## config.mk

```make
export PLATFORM = sky130hd
export DESIGN_NAME = mem_port_arbiter
export DESIGN_NICKNAME = d
export VERILOG_FILES = /design/src/rtl/mem_arb_pkg.sv /design/src/rtl/mem_arb_timeout_ctr.sv /design/src/rtl/mem_port_arbiter.sv
export SDC_FILE = /design/constraint.sdc
export NUM_CORES = 1
export LEC_CHECK = 0
export CAP_MARGIN = 10
export CORE_ASPECT_RATIO = 1.5
export CORE_MARGIN = 2
export CORE_UTILIZATION = 40
export CTS_CLUSTER_SIZE = 14
export DETAILED_ROUTE_END_ITERATION = 12
export GPL_ROUTABILITY_DRIVEN = 0
export PLACE_DENSITY_LB_ADDON = 0.15
export SKIP_LAST_GASP = 1
export SYNTH_ARGS = -nofsm -noshare
export SYNTH_HDL_FRONTEND = slang
export SYNTH_SLANG_ARGS = --single-unit
```

## constraint.sdc

```tcl
create_clock -name clk -period 1.8 [get_ports clk]
set_clock_uncertainty 0.05 [all_clocks]
set_input_delay 0.18 -clock clk [delete_from_list [all_inputs] [get_ports clk]]
set_output_delay 0.18 -clock clk [all_outputs]
set_load 0.1 [all_outputs]
```

## src/rtl/mem_arb_pkg.sv

```systemverilog
// Shared types and constants for the unified memory port arbiter.
package mem_arb_pkg;

    // Arbiter FSM states.
    typedef enum logic [1:0] {
        StIdle = 2'd0,
        StBusy = 2'd1,
        StResp = 2'd2
    } arb_state_e;

    // Current owner of the bus transaction.
    typedef enum logic {
        OwnIf   = 1'b0,
        OwnData = 1'b1
    } arb_owner_e;

    // All-ones byte enable; wide enough for any supported DATA_W, sliced by users.
    localparam int unsigned BeMaxW = 128;
    localparam logic [BeMaxW-1:0] BE_ALL = '1;

endpackage

```

## src/rtl/mem_arb_timeout_ctr.sv

```systemverilog
// Loadable down-counter; expired_o is high while the count sits at zero.
module mem_arb_timeout_ctr #(
    parameter int unsigned Width = 6
) (
    input  logic             clk_i,
    input  logic             rst_ni,
    input  logic             load_i,
    input  logic [Width-1:0] load_val_i,
    input  logic             en_i,
    output logic             expired_o
);

    logic [Width-1:0] count_d, count_q;

    // Load takes priority; otherwise count down and hold at zero.
    always_comb begin
        count_d = count_q;
        if (load_i) begin
            count_d = load_val_i;
        end else if (en_i && (count_q != '0)) begin
            count_d = count_q - Width'(1);
        end
    end

    // Count register.
    always_ff @(posedge clk_i or negedge rst_ni) begin
        if (!rst_ni) begin
            count_q <= '0;
        end else begin
            count_q <= count_d;
        end
    end

    assign expired_o = (count_q == '0);

endmodule

```

## src/rtl/mem_port_arbiter.sv

```systemverilog
// Arbitrates the single memory port between instruction fetch and load/store.
// Data wins ties, except that fetch is forced through after MAX_DATA_STREAK
// consecutive data grants while it waits. A stuck bus aborts with an error.
// Define MEM_PORT_ARB_PERF_EN to add the 32-bit performance counter outputs.
module mem_port_arbiter
    import mem_arb_pkg::*;
#(
    parameter int unsigned ADDR_W          = 32,
    parameter int unsigned DATA_W          = 32,
    parameter int unsigned MAX_DATA_STREAK = 4,
    parameter int unsigned TIMEOUT_CYCLES  = 64
) (
    input  logic                clk,
    input  logic                rst_n,
    input  logic                if_req,
    input  logic [ADDR_W-1:0]   if_addr,
    output logic [DATA_W-1:0]   if_rdata,
    output logic                if_valid,
    output logic                if_err,
    input  logic                data_req,
    input  logic                data_we,
    input  logic [DATA_W/8-1:0] data_be,
    input  logic [ADDR_W-1:0]   data_addr,
    input  logic [DATA_W-1:0]   data_wdata,
    output logic [DATA_W-1:0]   data_rdata,
    output logic                data_valid,
    output logic                data_err,
    output logic                inst_mem_wait,
    output logic                data_mem_wait,
    output logic                bus_req,
    output logic                bus_we,
    output logic [DATA_W/8-1:0] bus_be,
    output logic [ADDR_W-1:0]   bus_addr,
    output logic [DATA_W-1:0]   bus_wdata,
    input  logic [DATA_W-1:0]   bus_rdata,
    input  logic                bus_ack
`ifdef MEM_PORT_ARB_PERF_EN
    ,
    output logic [31:0]         perf_if_grants,
    output logic [31:0]         perf_data_grants,
    output logic [31:0]         perf_timeouts,
    output logic [31:0]         perf_wait_cycles
`endif
);

    localparam int unsigned BE_W = DATA_W / 8;
    localparam int unsigned TO_W = $clog2(TIMEOUT_CYCLES);
    localparam int unsigned ST_W = $clog2(MAX_DATA_STREAK + 1);

    arb_state_e  state_d, state_q;
    arb_owner_e  owner_d, owner_q;
    logic [ST_W-1:0]   streak_d, streak_q;
    logic              bus_req_d, bus_req_q, bus_we_d, bus_we_q;
    logic [BE_W-1:0]   bus_be_d, bus_be_q;
    logic [ADDR_W-1:0] bus_addr_d, bus_addr_q;
    logic [DATA_W-1:0] bus_wdata_d, bus_wdata_q;
    logic [DATA_W-1:0] if_rdata_d, if_rdata_q, data_rdata_d, data_rdata_q;
    logic              if_valid_d, if_valid_q, if_err_d, if_err_q;
    logic              data_valid_d, data_valid_q, data_err_d, data_err_q;

    logic grant_if, grant_data, ack_done, to_done, done, owner_req, to_expired;
    logic [DATA_W-1:0] resp_data;

    assign grant_data = (state_q == StIdle) && data_req &&
                        !(if_req && (streak_q == ST_W'(MAX_DATA_STREAK)));
    assign grant_if   = (state_q == StIdle) && if_req && !grant_data;
    assign ack_done   = (state_q == StBusy) && bus_ack;
    assign to_done    = (state_q == StBusy) && !bus_ack && to_expired;
    assign done       = ack_done || to_done;
    // A dropped request at completion means the owner was flushed.
    assign owner_req  = (owner_q == OwnIf) ? if_req : data_req;
    assign resp_data  = (ack_done && !bus_we_q) ? bus_rdata : '0;

    mem_arb_timeout_ctr #(
        .Width(TO_W)
    ) u_timeout_ctr (
        .clk_i     (clk),
        .rst_ni    (rst_n),
        .load_i    (grant_if || grant_data),
        .load_val_i(TO_W'(TIMEOUT_CYCLES - 1)),
        .en_i      (state_q == StBusy),
        .expired_o (to_expired)
    );

    // State register.
    always_ff @(posedge clk or negedge rst_n) begin
        if (!rst_n) begin
            state_q <= StIdle;
        end else begin
            state_q <= state_d;
        end
    end

    // Next-state logic.
    always_comb begin
        state_d = state_q;
        unique case (state_q)
            StIdle:  if (grant_if || grant_data) state_d = StBusy;
            StBusy:  if (done) state_d = StResp;
            StResp:  state_d = StIdle;
            default: state_d = StIdle;
        endcase
    end

    // Datapath and response next values.
    always_comb begin
        owner_d      = owner_q;
        streak_d     = streak_q;
        bus_req_d    = bus_req_q;
        bus_we_d     = bus_we_q;
        bus_be_d     = bus_be_q;
        bus_addr_d   = bus_addr_q;
        bus_wdata_d  = bus_wdata_q;
        if_rdata_d   = if_rdata_q;
        data_rdata_d = data_rdata_q;
        if_valid_d   = 1'b0;
        if_err_d     = 1'b0;
        data_valid_d = 1'b0;
        data_err_d   = 1'b0;

        if (grant_data) begin
            owner_d     = OwnData;
            bus_req_d   = 1'b1;
            bus_we_d    = data_we;
            bus_be_d    = data_be;
            bus_addr_d  = data_addr;
            bus_wdata_d = data_wdata;
            if (!if_req) begin
                streak_d = '0;
            end else if (streak_q != ST_W'(MAX_DATA_STREAK)) begin
                streak_d = streak_q + ST_W'(1);
            end
        end else if (grant_if) begin
            owner_d     = OwnIf;
            bus_req_d   = 1'b1;
            bus_we_d    = 1'b0;
            bus_be_d    = BE_ALL[BE_W-1:0];
            bus_addr_d  = if_addr;
            bus_wdata_d = '0;
            streak_d    = '0;
        end

        if (done) begin
            bus_req_d = 1'b0;
            if (owner_q == OwnIf) begin
                if_rdata_d = resp_data;
                if_valid_d = owner_req;
                if_err_d   = owner_req && to_done;
            end else begin
                data_rdata_d = resp_data;
                data_valid_d = owner_req;
                data_err_d   = owner_req && to_done;
            end
        end
    end

    // Datapath registers.
    always_ff @(posedge clk or negedge rst_n) begin
        if (!rst_n) begin
            owner_q      <= OwnIf;
            streak_q     <= '0;
            bus_req_q    <= 1'b0;
            bus_we_q     <= 1'b0;
            bus_be_q     <= '0;
            bus_addr_q   <= '0;
            bus_wdata_q  <= '0;
            if_rdata_q   <= '0;
            data_rdata_q <= '0;
            if_valid_q   <= 1'b0;
            if_err_q     <= 1'b0;
            data_valid_q <= 1'b0;
            data_err_q   <= 1'b0;
        end else begin
            owner_q      <= owner_d;
            streak_q     <= streak_d;
            bus_req_q    <= bus_req_d;
            bus_we_q     <= bus_we_d;
            bus_be_q     <= bus_be_d;
            bus_addr_q   <= bus_addr_d;
            bus_wdata_q  <= bus_wdata_d;
            if_rdata_q   <= if_rdata_d;
            data_rdata_q <= data_rdata_d;
            if_valid_q   <= if_valid_d;
            if_err_q     <= if_err_d;
            data_valid_q <= data_valid_d;
            data_err_q   <= data_err_d;
        end
    end

    assign bus_req       = bus_req_q;
    assign bus_we        = bus_we_q;
    assign bus_be        = bus_be_q;
    assign bus_addr      = bus_addr_q;
    assign bus_wdata     = bus_wdata_q;
    assign if_rdata      = if_rdata_q;
    assign if_valid      = if_valid_q;
    assign if_err        = if_err_q;
    assign data_rdata    = data_rdata_q;
    assign data_valid    = data_valid_q;
    assign data_err      = data_err_q;
    assign inst_mem_wait = if_req && !if_valid_q;
    assign data_mem_wait = data_req && !data_valid_q;

`ifdef MEM_PORT_ARB_PERF_EN
    logic [31:0] perf_if_d, perf_if_q, perf_data_d, perf_data_q;
    logic [31:0] perf_to_d, perf_to_q, perf_wait_d, perf_wait_q;

    // Wrapping event counters.
    always_comb begin
        perf_if_d   = perf_if_q + 32'(grant_if);
        perf_data_d = perf_data_q + 32'(grant_data);
        perf_to_d   = perf_to_q + 32'(to_done);
        perf_wait_d = perf_wait_q + 32'(inst_mem_wait || data_mem_wait);
    end

    // Counter registers.
    always_ff @(posedge clk or negedge rst_n) begin
        if (!rst_n) begin
            perf_if_q   <= '0;
            perf_data_q <= '0;
            perf_to_q   <= '0;
            perf_wait_q <= '0;
        end else begin
            perf_if_q   <= perf_if_d;
            perf_data_q <= perf_data_d;
            perf_to_q   <= perf_to_d;
            perf_wait_q <= perf_wait_d;
        end
    end

    assign perf_if_grants   = perf_if_q;
    assign perf_data_grants = perf_data_q;
    assign perf_timeouts    = perf_to_q;
    assign perf_wait_cycles = perf_wait_q;
`endif

endmodule

```

### Yosys cells after proc, flatten, opt, wreduce, memory -nomap -nowiden

Index checks and enable logic that the tools add are counted.

| word-level totals | value |
|---|---|
| flip-flop bits (word level) | 150 |
| bits in writable memories | 0 |
| latch bits | 0 |
| memories kept | 0 |
| input port bits | 138 |
| output and inout bits | 140 |
| bits in read-only memories | 0 |
| word-level logic and storage cells | 86 |

| operators by class | value |
|---|---|
| reduce and logical (&&, ||, !) cells | 31 |
| muxes and demuxes | 31 |
| $lt $le $gt $ge | 0 |
| multipliers | 0 |
| equal/unequal tests | 6 |
| bitwise operators | 1 |
| divide/modulo/power cells | 0 |
| $add $sub $neg | 2 |
| shift operators | 0 |

Operator list:

| operator | number |
|---|---|
| 2-to-1 mux 32 bit | 5 |
| 2-to-1 mux 1 bit | 15 |
| logical AND 1 bit | 13 |
| 2-to-1 mux 3 bit | 4 |
| 2-to-1 mux 6 bit | 2 |
| 2-to-1 mux 4 bit | 2 |
| AND reduction 2 bit | 4 |
| zero test 1 bit | 6 |
| zero test 6 bit | 1 |
| nonzero test 6 bit | 1 |
| subtractor 6 x 1 -> 6 bit, second input constant | 1 |
| 2-to-1 mux 2 bit | 2 |
| case mux 2 bit (2 select lines) | 1 |
| nonzero test 2 bit | 2 |
| adder 3 x 1 -> 3 bit, second input constant | 1 |
| == test 3 bit, second input constant | 1 |
| inequality test 3 x 2 -> 1 bit, second input constant | 1 |
| inequality test 3 bit, second input constant | 1 |
| nonzero test 3 bit | 1 |
| == test 2 x 1 -> 1 bit, second input constant | 1 |
| zero test 2 bit | 1 |
| logical OR 1 bit | 2 |
| inequality test 2 x 1 -> 1 bit, second input constant | 1 |
| inequality test 2 bit, second input constant | 1 |
| NOT 1 bit | 1 |

### Logic depth before layout (Yosys ltp)

Gate-level depths: netlist of run 1.

| logic depth | value |
|---|---|
| depth in word-level cells | 9 |
| gate-level depth with buffers | 8 |
| depth with buffers taken out | 5 |

### Modules after synthesis

Synthesis of run 1 repeated with hierarchy kept, for this count alone.

| second synthesis, totals | value |
|---|---|
| cells, all modules | 499 |
| area total of the unflattened synthesis | 6859.1 µm² |

Modules (own cells, without submodules):

| module | area each (µm²) | cells each | times used | seq. area each (µm²) |
|---|---|---|---|---|
| mem_port_arbiter | 6463.7 | 455 | 1 | 3603.5 |
| mem_arb_timeout_ctr | 395.4 | 44 | 1 | 150.1 |

### Worst setup path before layout of run 1

Ideal clock, no wire load.

| timing path | value |
|---|---|
| path type | reg2out |
| from | register data_valid_q, in the netlist data_valid |
| to | output port data_mem_wait |
| buffers on the path | 0 |
| stages on the path, launching flop included | 2 |
| arrival time | 2.211 ns |
| slack | -0.641 ns |
| data required time | 1.570 ns |
| cells stage by stage | dfrtp_1 -> nor2b_1 |

| on the way | value |
|---|---|
| word-level cells in the longest chain between the ends | 2 |

Ends and longest elaborated chain:

| what | RTL line | text |
|---|---|---|
| start, declared | mem_port_arbiter.sv:59 | `logic data_valid_d, data_valid_q, data_err_d, data_err_q;` |
| start signal, assigned | mem_port_arbiter.sv:185 | `data_valid_q <= data_valid_d;` |
| zero test 1 bit | mem_port_arbiter.sv:202 | `assign data_mem_wait = data_req && !data_valid_q;` |
| logical AND 1 bit | mem_port_arbiter.sv:202 |  |
| end, declared | mem_port_arbiter.sv:29 | `output logic data_mem_wait,` |

Every way passes these cells.

### Worst setup path after layout of run 1

| timing path | value |
|---|---|
| from | register u_timeout_ctr.count_q[0] |
| to | register state_q[1] |

| on the way | value |
|---|---|
| word-level cells in the longest chain between the ends | 5 |

Ends and longest elaborated chain:

| what | RTL line | text |
|---|---|---|
| start, declared | mem_arb_timeout_ctr.sv:13 | `logic [Width-1:0] count_d, count_q;` |
| start signal, assigned | mem_arb_timeout_ctr.sv:30 | `count_q <= count_d;` |
| zero test 6 bit | mem_arb_timeout_ctr.sv:34 | `assign expired_o = (count_q == '0);` |
| logical AND 1 bit | mem_port_arbiter.sv:68 | `assign to_done = (state_q == StBusy) && !bus_ack && to_expired;` |
| logical OR 1 bit | mem_port_arbiter.sv:69 | `assign done = ack_done \|\| to_done;` |
| inequality test 2 bit (no source line) | -- |  |
| AND reduction 2 bit (no source line) | -- |  |
| end signal, assigned | mem_port_arbiter.sv:88 | `state_q <= StIdle;` |
| end signal, assigned | mem_port_arbiter.sv:90 | `state_q <= state_d;` |
| end, declared | mem_port_arbiter.sv:50 | `arb_state_e state_d, state_q;` |

Every way passes these cells.
A chain may end at the register's enable or synchronous reset.

==> results of run 1 <==
==> cells by family (layout without fill, tap and decap cells) <==
| group | after synthesis | count (layout) | share of synthesized area |
|---|---|---|---|
| compound gates | 82 | 82 | 0.0679 |
| fa+ha+maj | 4 | 4 | 0.00686 |
| buf+inv | 112 | 429 | 0.0672 |
| flops | 150 | 150 | 0.515 |
| mux | 168 | 168 | 0.247 |
| simple gates | 101 | 101 | 0.0962 |
==> worst max-delay path, delay by kind of cell, from the launching register on <==
| kind | cells | cell delay, ps |
|---|---|---|
| AOI/OAI and AO/OA | 1 | 140 |
| and+or+nand+nor | 2 | 610 |
| buffers and inverters | 4 | 470 |
| adders and majority gates | 1 | 120 |
| DFF | 1 | 380 |
==> cells in the final DEF, fill, tap and decap left out, types with 5 or more instances in the layout <==
master	n
sky130_fd_sc_hd__mux2i_1	71
sky130_fd_sc_hd__mux2_2	97
sky130_fd_sc_hd__nor2_1	5
sky130_fd_sc_hd__buf_16	5
sky130_fd_sc_hd__o211ai_1	5
sky130_fd_sc_hd__clkdlybuf4s50_1	136
sky130_fd_sc_hd__clkbuf_16	20
sky130_fd_sc_hd__o21ai_2	45
sky130_fd_sc_hd__nor2b_1	34
sky130_fd_sc_hd__and3b_1	32
sky130_fd_sc_hd__buf_4	155
sky130_fd_sc_hd__dfrtp_1	149
sky130_fd_sc_hd__inv_1	72
sky130_fd_sc_hd__buf_12	17
sky130_fd_sc_hd__o21ai_0	19
sky130_fd_sc_hd__buf_6	5
==> layout make-up <==
| type | count | area, um^2 | area share |
|---|---|---|---|
| Tap cell | 217 | 272 | 0.0240 |
| Inverter | 74 | 278 | 0.0246 |
| Sequential cell | 150 | 3750 | 0.332 |
| Clock buffer | 18 | 439 | 0.0388 |
| Clock inverter | 13 | 123 | 0.0108 |
| Timing Repair Buffer | 324 | 3170 | 0.281 |
| Multi-Input combinational cell | 355 | 3270 | 0.289 |
==> metrics by stage <==
stage	setup WS (ps)	hold slack (ps)	cells	instance area, um^2	utilization
after global placement	-126	7.50	1103	10200	0.571
after global routing	-126	153	1151	11300	0.631
final	-48.3	150	1151	11300	0.631
after detailed placement	-168	12.1	1103	10200	0.571
after floorplan	-29.0	-166	617	7320	-
after CTS	-84.0	134	1150	11100	0.621
==> per-layer routing <==
layer  wire [um]  vias up
li1            -     2715
met1        7480     2856
met2       11400      207
met3        1210       36
met4         633        0
met5           0        -
==> timing repair <==
action / CTS / global route
endpoints found under the setup margin: 73 / 74
buffers inserted: 10 / 2
hold endpoints to repair: 150 / 0
hold buffers: 1 / 0
resized for setup: 54 / 44
cloned: 5 / 3
pin swaps: 1 / 6
==> final timing paths <==
| check | startpoint | end | slack, ps | cells past startpoint |
|---|---|---|---|---|
| worst min-delay path | rst_n | data_rdata[7] | 150 | 2 |
| worst max-delay path | u_timeout_ctr.count_q[0] | state_q[1] | -50 | 8 |
| worst max register to register | u_timeout_ctr.count_q[0] | state_q[1] | -50 | 8 |
| worst min register to register | u_timeout_ctr.count_q[5] | u_timeout_ctr.count_q[5] | 480 | 1 |
| max in group asynchronous | rst_n | bus_addr[20] | 950 | 3 |
| min in group clk | data_be[0] | bus_be[0] | 270 | 3 |
==> flip-flops by register name, summed over array words and instances (netlist names), 2 cells and up <==
signal and count:
state_q 2, data_rdata 32, bus_wdata 32, u_timeout_ctr.count_q 6, bus_addr 32, streak_q 3, bus_be 4, if_rdata 32
==> synth_stat cells (all sizes together) (2+ instances only) <==
cell and instances:
clkbuf 10, or4b 2, a21oi 4, o211ai 5
nand2 4, and3b 33, nand2b 2, mux2 97
mux2i 71, buf 28, o21ai 66, nand3 4
nor3b 2, inv 74, nor2 6, nor2b 36
ha 4, nor3 3, and3 4, dfrtp 150
==> results summary, run 1 <==
The number of nets handed over by synthesis was 759. The count of mapped cells out of synthesis is 617. The area overhead of the layout relative to synthesis is 55.1%. The number of global-route vias before repair came out at 6354. The vias after detailed routing is 5814. The pin count of the biggest net entering global routing came out at 55. The tool flagged a number of max-cap violations equal to 0. The die is 169 um tall. CTS built an H-tree with a depth of 4.

The number of pins with negative max-slew slack in the final report is 0. The flip-flop and latch count after synthesis came out at 150. The clock slew at the register clock pins of the worst setup and hold paths came out at 60 ps. From left edge to right edge, the die measures 114 um.

The share of synthesized area in the top cell type comes to 0.515. After detailed routing, the number of remaining DRC violations is 0. The sequential cell area fraction in the yosys report is 0.515. At the worst endpoint, the required time is 2100 ps. The post-route minimum period came out at 1850 ps. Setup repair after global routing could not meet its margin everywhere. The setup TNS after final layout came out at -864 ps. The critical path goes through inv_2, ha_4, or4b_4, o21bai_4, buf_6, buf_8, clkbuf_16, and2_4. The antenna diode count came out at 0. The floorplan die area is 19400 um^2. The critical setup path kind is register to register.

The effective utilization at floorplan is 0.407. Among all flip-flop cells after synthesis, the most frequent one is sky130_fd_sc_hd__dfrtp_1. In this run the count of I/O pins placed on the die edge is 278.

The clock passes through at most 2 buffers. The netlist uses 40 different library cells. The global-route track usage on met3 is 0.0550. Among all stages on the critical path, the largest delay is contributed by sky130_fd_sc_hd__or4b_4. The number of enable flip-flop cells after synthesis is 0.

In the synthesized netlist the async set-or-reset flop fraction comes to 1.00. Of the available clock period, the critical path in the final layout requires 1.03. The via density per instance came out at 5.05.

The number of setup violations in the final report is 52. The nature of the critical path startpoint is a register. Buffers placed on the I/O ports in this run total 277.

The DRC marker count from the first detailed-route iteration came out at 228. Timing would allow up to 541 MHz. The wire length of the first global-routing pass is 32.2 mm. STA classifies the critical path endpoint as a register.

The placed wire-length estimate after detailed placement came out at 14.4 mm. The post-synthesis instance area came out at 7290 um^2. The clock network latency to the later pin of the worst-skew pair came out at 410 ps. The final critical-path setup slack is -48.3 ps. Data arrives at the worst endpoint at 2150 ps. The met2 capacity usage during global routing came out at 0.394. The share of cells above drive strength 1 is 0.406. The most area-hungry cell type in the Yosys netlist is sky130_fd_sc_hd__dfrtp_1. The transition time at the pin with the least slew margin came out at 611 ps.

The average routed wire per standard cell is 18.0 um. The number of antenna violations at the first check in global routing came out at 0. In the global route stage, overall resource usage came out at 0.213. The number of detailed-routing iterations run before antenna repair came out at 4. The path class of the tightest hold or removal check is input port to async pin. The stage delay of the slowest cell on the critical path is 480 ps.

The clock sink total came out at 150. The worst pin sits at a relative slew slack of 0.593. The floorplan row count is 60. The net total in the final layout came out at 1064.

The core area is 17900 um^2. The total wire length after detailed routing is 20.7 mm. The number of hold-slack violations in the final timing report came out at 0. The flow ran to the end, but the final reports show violations. In this run the worst path has a maximum fanout of 4.

Yosys printed 0 warnings. The layer flagged by global routing as most heavily used is met2. The final reports fail on negative setup slack.

The clock buffer count from CTS came out at 17. The TritonCTS clock tree is done. Ranked by total cell area, the synthesized netlist is headed by sky130_fd_sc_hd__dfrtp_1 51%, sky130_fd_sc_hd__mux2_2 15%, sky130_fd_sc_hd__mux2i_1 9.7%. The root buffer cell chosen for the clock tree is sky130_fd_sc_hd__clkbuf_16. The average instance area after synthesis came out at 11.8 um^2. The remaining number of nets flagged by the antenna check after routing came out at 0. The fill cell total of the finished layout is 1462. The overflow left after global routing came out at 0. The met1 demand-to-capacity share in global routing came out at 0.227.
Power of run 1 is not shown: default switching activity piles up to over one toggle a cycle in this logic, so the estimate is an artifact.
==> run 2, diff against run 1 <==
- CORE_UTILIZATION: 40 -> 30
- SKIP_CTS_REPAIR_TIMING: unset -> 1
==> run 2 against run 1 <==
  * The run still ends with negative setup slack left
  * Register-to-register slack got worse by 70 ps
  * Global-route usage fell by 4.8 points
  * Die area rose by 32%
  * Design area rose by 1.1%
  * Hold slack improved by 52 ps
  * Core utilization fell by 15 points
  * Maximum frequency fell by 3.6%
  * Non-clock buffer count rose by 6
  * Clock-buffer cell count rose by 4
==> results summary, run 2 (synthesized netlist as in run 1, its figures left out) <==
The floorplan die area came out at 25600 um^2 (was 19400 um^2). The effective utilization at floorplan was 0.306 (was 0.407). The relative slew slack came out at 0.671 (was 0.593). The floorplan row count came out at 69 (was 60). The number of setup violations in the final report came out at 43 (was 52). The area overhead of the layout relative to synthesis came out at 56.7% (was 55.1%). The horizontal die dimension is 131 um (was 114 um).

The detailed-route wire length on metal 1 is 8.65 mm (was 7.48 mm). The part of the cycle the worst path needs came to 1.06 (was 1.03). The critical setup path kind is register to register (unchanged). The overall die height came out at 195 um (was 169 um). The wire length of the first global-routing pass came out at 33.1 mm (was 32.2 mm). The H-tree level count is 4 (unchanged).

The number of hold-slack violations in the final timing report is 0 (unchanged). The transition time at the pin with the least slew margin came out at 493 ps (was 611 ps). The total track usage came out at 0.165 (was 0.213). The post-placement worst setup slack came to -188 ps (was -168 ps). The highest signal layer in the routed design is met4 (unchanged). RSZ-0062 raised after global routing: yes (unchanged). The biggest fanout along the worst timing path is 7 (was 4).

The remaining number of nets flagged by the antenna check after routing is 0 (unchanged). The master cell of the clock root buffer was sky130_fd_sc_hd__clkbuf_16 (unchanged). The core area came out at 23800 um^2 (was 17900 um^2). The endpoint kind of the worst setup timing path is a register (unchanged). The clock buffer count from CTS came out at 17 (unchanged). The post-route minimum period was 1920 ps (was 1850 ps). The count of pins on the block boundary came to 278 (unchanged). The amount of wire on met3 after detailed routing was 1.27 mm (was 1.21 mm). The placed wire-length estimate after detailed placement came out at 15.2 mm (was 14.4 mm). The clock slew at the register clock pins of the worst setup and hold paths was 60 ps (about the same). The pin count of the biggest net entering global routing is 45 (was 55). Status: finished with violations (unchanged). The area of the multi-input gates came out at 3180 um^2 (was 3270 um^2). The number of global-route vias before repair came to 5917 (was 6354). The final critical-path setup slack came out at -117 ps (was -48.3 ps).

The clock network latency to the later pin of the worst-skew pair came out at 430 ps (was 410 ps). The nature of the critical path startpoint is a register (unchanged). The total met2 wirelength after detailed routing is 11.3 mm (was 11.4 mm).

The DRC marker count from the first detailed-route iteration came out at 176 (was 228). The quantity of I/O buffers inserted on ports came out at 277 (unchanged). The maximum number of buffers from clock root to sink is 2 (unchanged).

The overflow left after global routing is 0 (unchanged). The total wire length after detailed routing came out at 21.6 mm (was 20.7 mm). The path class of the lowest-slack min-delay path is input port to async pin (unchanged). The max-capacitance violation count is 0 (unchanged). The final standard cell utilization of the core was 0.480 (was 0.631).

The footprint of the flip-flops and latches was 3760 um^2 (was 3750 um^2). Commonest cells after routing, fill and taps aside: 162 x sky130_fd_sc_hd__buf_4, 149 x sky130_fd_sc_hd__dfrtp_1, 136 x sky130_fd_sc_hd__clkdlybuf4s50_1 (was 155 x sky130_fd_sc_hd__buf_4, 149 x sky130_fd_sc_hd__dfrtp_1, 136 x sky130_fd_sc_hd__clkdlybuf4s50_1). The setup TNS after final layout came out at -4190 ps (was -864 ps). The maximum frequency from static timing analysis is 522 MHz (was 541 MHz). The vias after detailed routing is 5628 (was 5814).

The worst endpoint required time is 2050 ps (was 2100 ps). Violations in the final reports: negative setup slack (unchanged). The net total in the final layout is 1070 (was 1064). The number of pins with negative max-slew slack in the final report came out at 0 (unchanged). The clock sink total came out at 150 (unchanged). The via density per instance is 4.47 (was 5.05). The arrival time at the worst endpoint is 2170 ps (was 2150 ps). The most common cell after layout, fill and taps aside is sky130_fd_sc_hd__buf_4 (unchanged). The DRC violation count after routing is 0 (unchanged). The TritonCTS clock tree was done (unchanged). The share of cells above drive strength 1 came out at 0.383 (was 0.406). The number of detailed-routing iterations run before antenna repair came out at 4 (unchanged). The fill cell total of the finished layout is 2274 (was 1462). The average routed wire per standard cell came to 17.2 um (was 18.0 um). The number of antenna violations at the first check in global routing was 2 (was 0).
==> run 2: cell count changes in the layout (fill, tap and decap cells not counted), sizes merged <==
cell      delta
inv          -4
clkinv       -3
diode        +2
clkbuf       +4
buf          +6
clkinvlp     -1
bufinv       +3
==> run 2: worst paths after layout <==
check	cells after the start	slack [ps]	end	from
min in group clk	3	240	bus_be[0]	data_be[0]
max in group asynchronous	3	920	bus_we	rst_n
setup / recovery	7	-120	data_rdata[13]	u_timeout_ctr.count_q[1]
setup reg to reg	7	-120	data_rdata[13]	u_timeout_ctr.count_q[1]
hold reg to reg	1	450	u_timeout_ctr.count_q[5]	u_timeout_ctr.count_q[5]
hold / removal	2	200	data_rdata[3]	rst_n
==> run 2: layer usage <==
metal | up-vias | track usage
met5 | - | 0
met4 | 0 | 0.0616
met3 | 25 | 0.0454
met2 | 189 | 0.288
met1 | 2691 | 0.193
li1 | 2723 | -
==> run 2: worst max-delay path: stages, from the launching register on <==
cell and delay (ps):
sky130_fd_sc_hd__dfrtp_1 390, sky130_fd_sc_hd__inv_2 80, sky130_fd_sc_hd__ha_4 130, sky130_fd_sc_hd__or4b_4 480
sky130_fd_sc_hd__o21bai_4 260, sky130_fd_sc_hd__buf_12 190, sky130_fd_sc_hd__clkbuf_16 160, sky130_fd_sc_hd__o21ai_1 60
==> run 2: final cells by class <==
type | count | area share
Antenna cell | 2 | 0.000438
Clock buffer | 22 | 0.0424
Clock inverter | 8 | 0.0129
Inverter | 74 | 0.0243
Multi-Input combinational cell | 355 | 0.278
Sequential cell | 150 | 0.329
Tap cell | 319 | 0.0349
Timing Repair Buffer | 330 | 0.278
==> run 2: through the flow <==
stage / area [um^2] / hold slack [ps] / std cells
5_1_grt: 11400 / 226 / 1260
3_3_place_gp: 10500 / 101 / 1217
6_report: 11400 / 202 / 1260
2_1_floorplan: 7320 / -166 / 617
3_5_place_dp: 10500 / 95.2 / 1217
4_1_cts: 11200 / -372 / 1247
Power of run 2 is left out for the same reason.
==> run 3, diff against run 2 <==
- TNS_END_PERCENT: unset -> 30
- clock period: 1.8 -> 2.2 ns (I/O delays scaled with it)
==> run 3 against run 2 <==
  * The flow now finishes without violations
  * Via count shrank 3.2%
  * Setup slack gained 300 ps
  * Design area down 5.5%
  * Critical path type unchanged
  * First-iteration DRC count fell by 18%
  * Flip-flop and latch count is the same
  * Core utilization decreased by 2.6 points
  * Non-clock buffer count is 30 lower
  * Maximum frequency fell by 5.1%
  * Sequential share of layout area is 1.9 points higher
  * Clock-buffer cell count did not move
  * Global-route usage is 0.24 points lower
  * Critical path depth fell by 1
==> results summary, run 3 (synthesized netlist as in run 1, its figures left out) <==
The floorplan die area came to 25600 um^2 (unchanged). The quantity of I/O buffers inserted on ports is 277 (unchanged). The H-tree level count came to 4 (unchanged). Commonest cells after routing, fill and taps aside: 151 x sky130_fd_sc_hd__buf_4, 150 x sky130_fd_sc_hd__dfrtp_1, 136 x sky130_fd_sc_hd__clkdlybuf4s50_1 (was 162 x sky130_fd_sc_hd__buf_4, 149 x sky130_fd_sc_hd__dfrtp_1, 136 x sky130_fd_sc_hd__clkdlybuf4s50_1). The setup TNS after final layout is 0 ps (was -4190 ps). The path class of the lowest-slack min-delay path was input port to async pin (unchanged). The clock slew at the register clock pins of the worst setup and hold paths came out at 60 ps (about the same).

The layer carrying the most global-route usage is met2 (unchanged). The transition time at the pin with the least slew margin is 520 ps (was 493 ps). The overflow left after global routing is 0 (unchanged). The number of hold-slack violations in the final timing report is 0 (unchanged).

The master cell of the clock root buffer is sky130_fd_sc_hd__clkbuf_16 (unchanged). The total wire length after detailed routing came out at 20.2 mm (was 21.6 mm). The via density per instance is 4.43 (was 4.47). The overall die height was 195 um (unchanged).

The clock buffer count from CTS came out at 17 (unchanged). The part of the cycle the worst path needs is 0.918 (was 1.06). The placed wire-length estimate after detailed placement is 14.3 mm (was 15.2 mm). The biggest fanout along the worst timing path came out at 6 (was 7).

The number of buffer and inverter instances along the worst setup path is 2 (was 3). The cell count after placement was 1197 (was 1217). The floorplan row count is 69 (unchanged). The worst endpoint required time is 2490 ps (was 2050 ps). The kind of cell adding the most delay to the critical path is simple AND/OR/NAND/NOR gates (unchanged). The endpoint kind of the worst setup timing path is a register (unchanged). RSZ-0062 raised after global routing: no (was yes). The horizontal die dimension is 131 um (unchanged).

The master of the slowest instance on the critical path is sky130_fd_sc_hd__or4b_2 (was sky130_fd_sc_hd__or4b_4). The most common cell after layout, fill and taps aside is sky130_fd_sc_hd__buf_4 (unchanged). The nature of the critical path startpoint was a register (unchanged). The number of global-route vias before repair is 5919 (was 5917). The net total in the final layout is 1040 (was 1070). The met1 demand-to-capacity share in global routing was 0.194 (was 0.193). The critical setup path kind is register to register (unchanged).

The maximum number of buffers from clock root to sink was 2 (unchanged). The core area came out at 23800 um^2 (unchanged). Crit path cell chain: inv_1, ha_1, or4b_1, buf_4, or4b_2, o211ai_1 (was inv_2, ha_4, or4b_4, o21bai_4, buf_12, clkbuf_16, o21ai_1). The arrival time at the worst endpoint is 2310 ps (was 2170 ps). The clock network latency to the later pin of the worst-skew pair came out at 420 ps (was 430 ps).

The share of cells above drive strength 1 came to 0.340 (was 0.383). The wire length of the first global-routing pass came out at 32.8 mm (was 33.1 mm). The number of detailed-routing iterations run before antenna repair was 4 (unchanged). The final cell area excluding filler cells is 10800 um^2 (was 11400 um^2). The fill cell total of the finished layout is 2270 (was 2274). The count of pins on the block boundary is 278 (unchanged). The DRC violation count after routing is 0 (unchanged).

The remaining number of nets flagged by the antenna check after routing is 0 (unchanged). The maximum frequency from static timing analysis came to 495 MHz (was 522 MHz). The TritonCTS clock tree is done (unchanged). The clock sink total is 150 (unchanged). Status: finished clean (was finished with violations). The vias after detailed routing came out at 5450 (was 5628). The pin count of the biggest net entering global routing came out at 50 (was 45). The number of antenna violations at the first check in global routing came out at 0 (was 2). The number of pins with negative max-slew slack in the final report was 0 (unchanged).

The stage delay of the slowest cell on the critical path is 580 ps (was 480 ps). The antenna diode count came out at 0 (was 2). The max-capacitance violation count is 0 (unchanged). The total track usage is 0.163 (was 0.165).

The DRC marker count from the first detailed-route iteration is 145 (was 176). The relative slew slack came out at 0.653 (was 0.671). The final instance count without filler cells was 1229 (was 1260). The area after detailed placement was 10200 um^2 (was 10500 um^2).

The post-route minimum period was 2020 ps (was 1920 ps). The area overhead of the layout relative to synthesis was 48.1% (was 56.7%). The met2 capacity usage during global routing is 0.268 (was 0.288). The effective utilization at floorplan came out at 0.306 (unchanged). The number of setup violations in the final report came out at 0 (was 43).

The global-route track usage on met3 came out at 0.0670 (was 0.0454). The average routed wire per standard cell is 16.5 um (was 17.2 um).
-- run 3: layout make-up --
cell class              count  area, um^2  area share
flip-flops and latches    150        3750       0.347
multi-input cells         355        3080       0.285
repair buffers            300        2740       0.253
clock buffers              22         484      0.0448
well taps                 319         399      0.0369
inverters                  74         278      0.0257
clock inverters             9        76.3     0.00706
-- run 3: per-layer routing --
metal  vias to the layer above  routed length, um
met5                         -                  0
met1                      2561               8460
met4                         0                266
met3                        17               1740
li1                       2662                  -
met2                       210               9780
-- run 3: final timing paths --
kind	from	end	slack, ps	cells after the start
worst max-delay path	u_timeout_ctr.count_q[0]	u_timeout_ctr.count_q[4]	180	6
worst min-delay path	rst_n	if_rdata[5]	260	2
worst max register to register	u_timeout_ctr.count_q[0]	u_timeout_ctr.count_q[4]	180	6
worst min register to register	u_timeout_ctr.count_q[5]	u_timeout_ctr.count_q[5]	430	1
max in group asynchronous	rst_n	bus_addr[21]	1180	3
min in group clk	data_be[3]	bus_be[3]	290	3
-- run 3: through the flow --
| stage | utilization | hold WS [ps] | setup WS [ps] |
|---|---|---|---|
| after detailed placement | 0.430 | 165 | 153 |
| after global placement | 0.430 | 166 | 170 |
| after global routing | 0.453 | 268 | 69.6 |
| after floorplan | - | -126 | -281 |
| final | 0.453 | 260 | 179 |
| after CTS | 0.453 | -303 | 180 |
Power of run 3 is left out for the same reason.
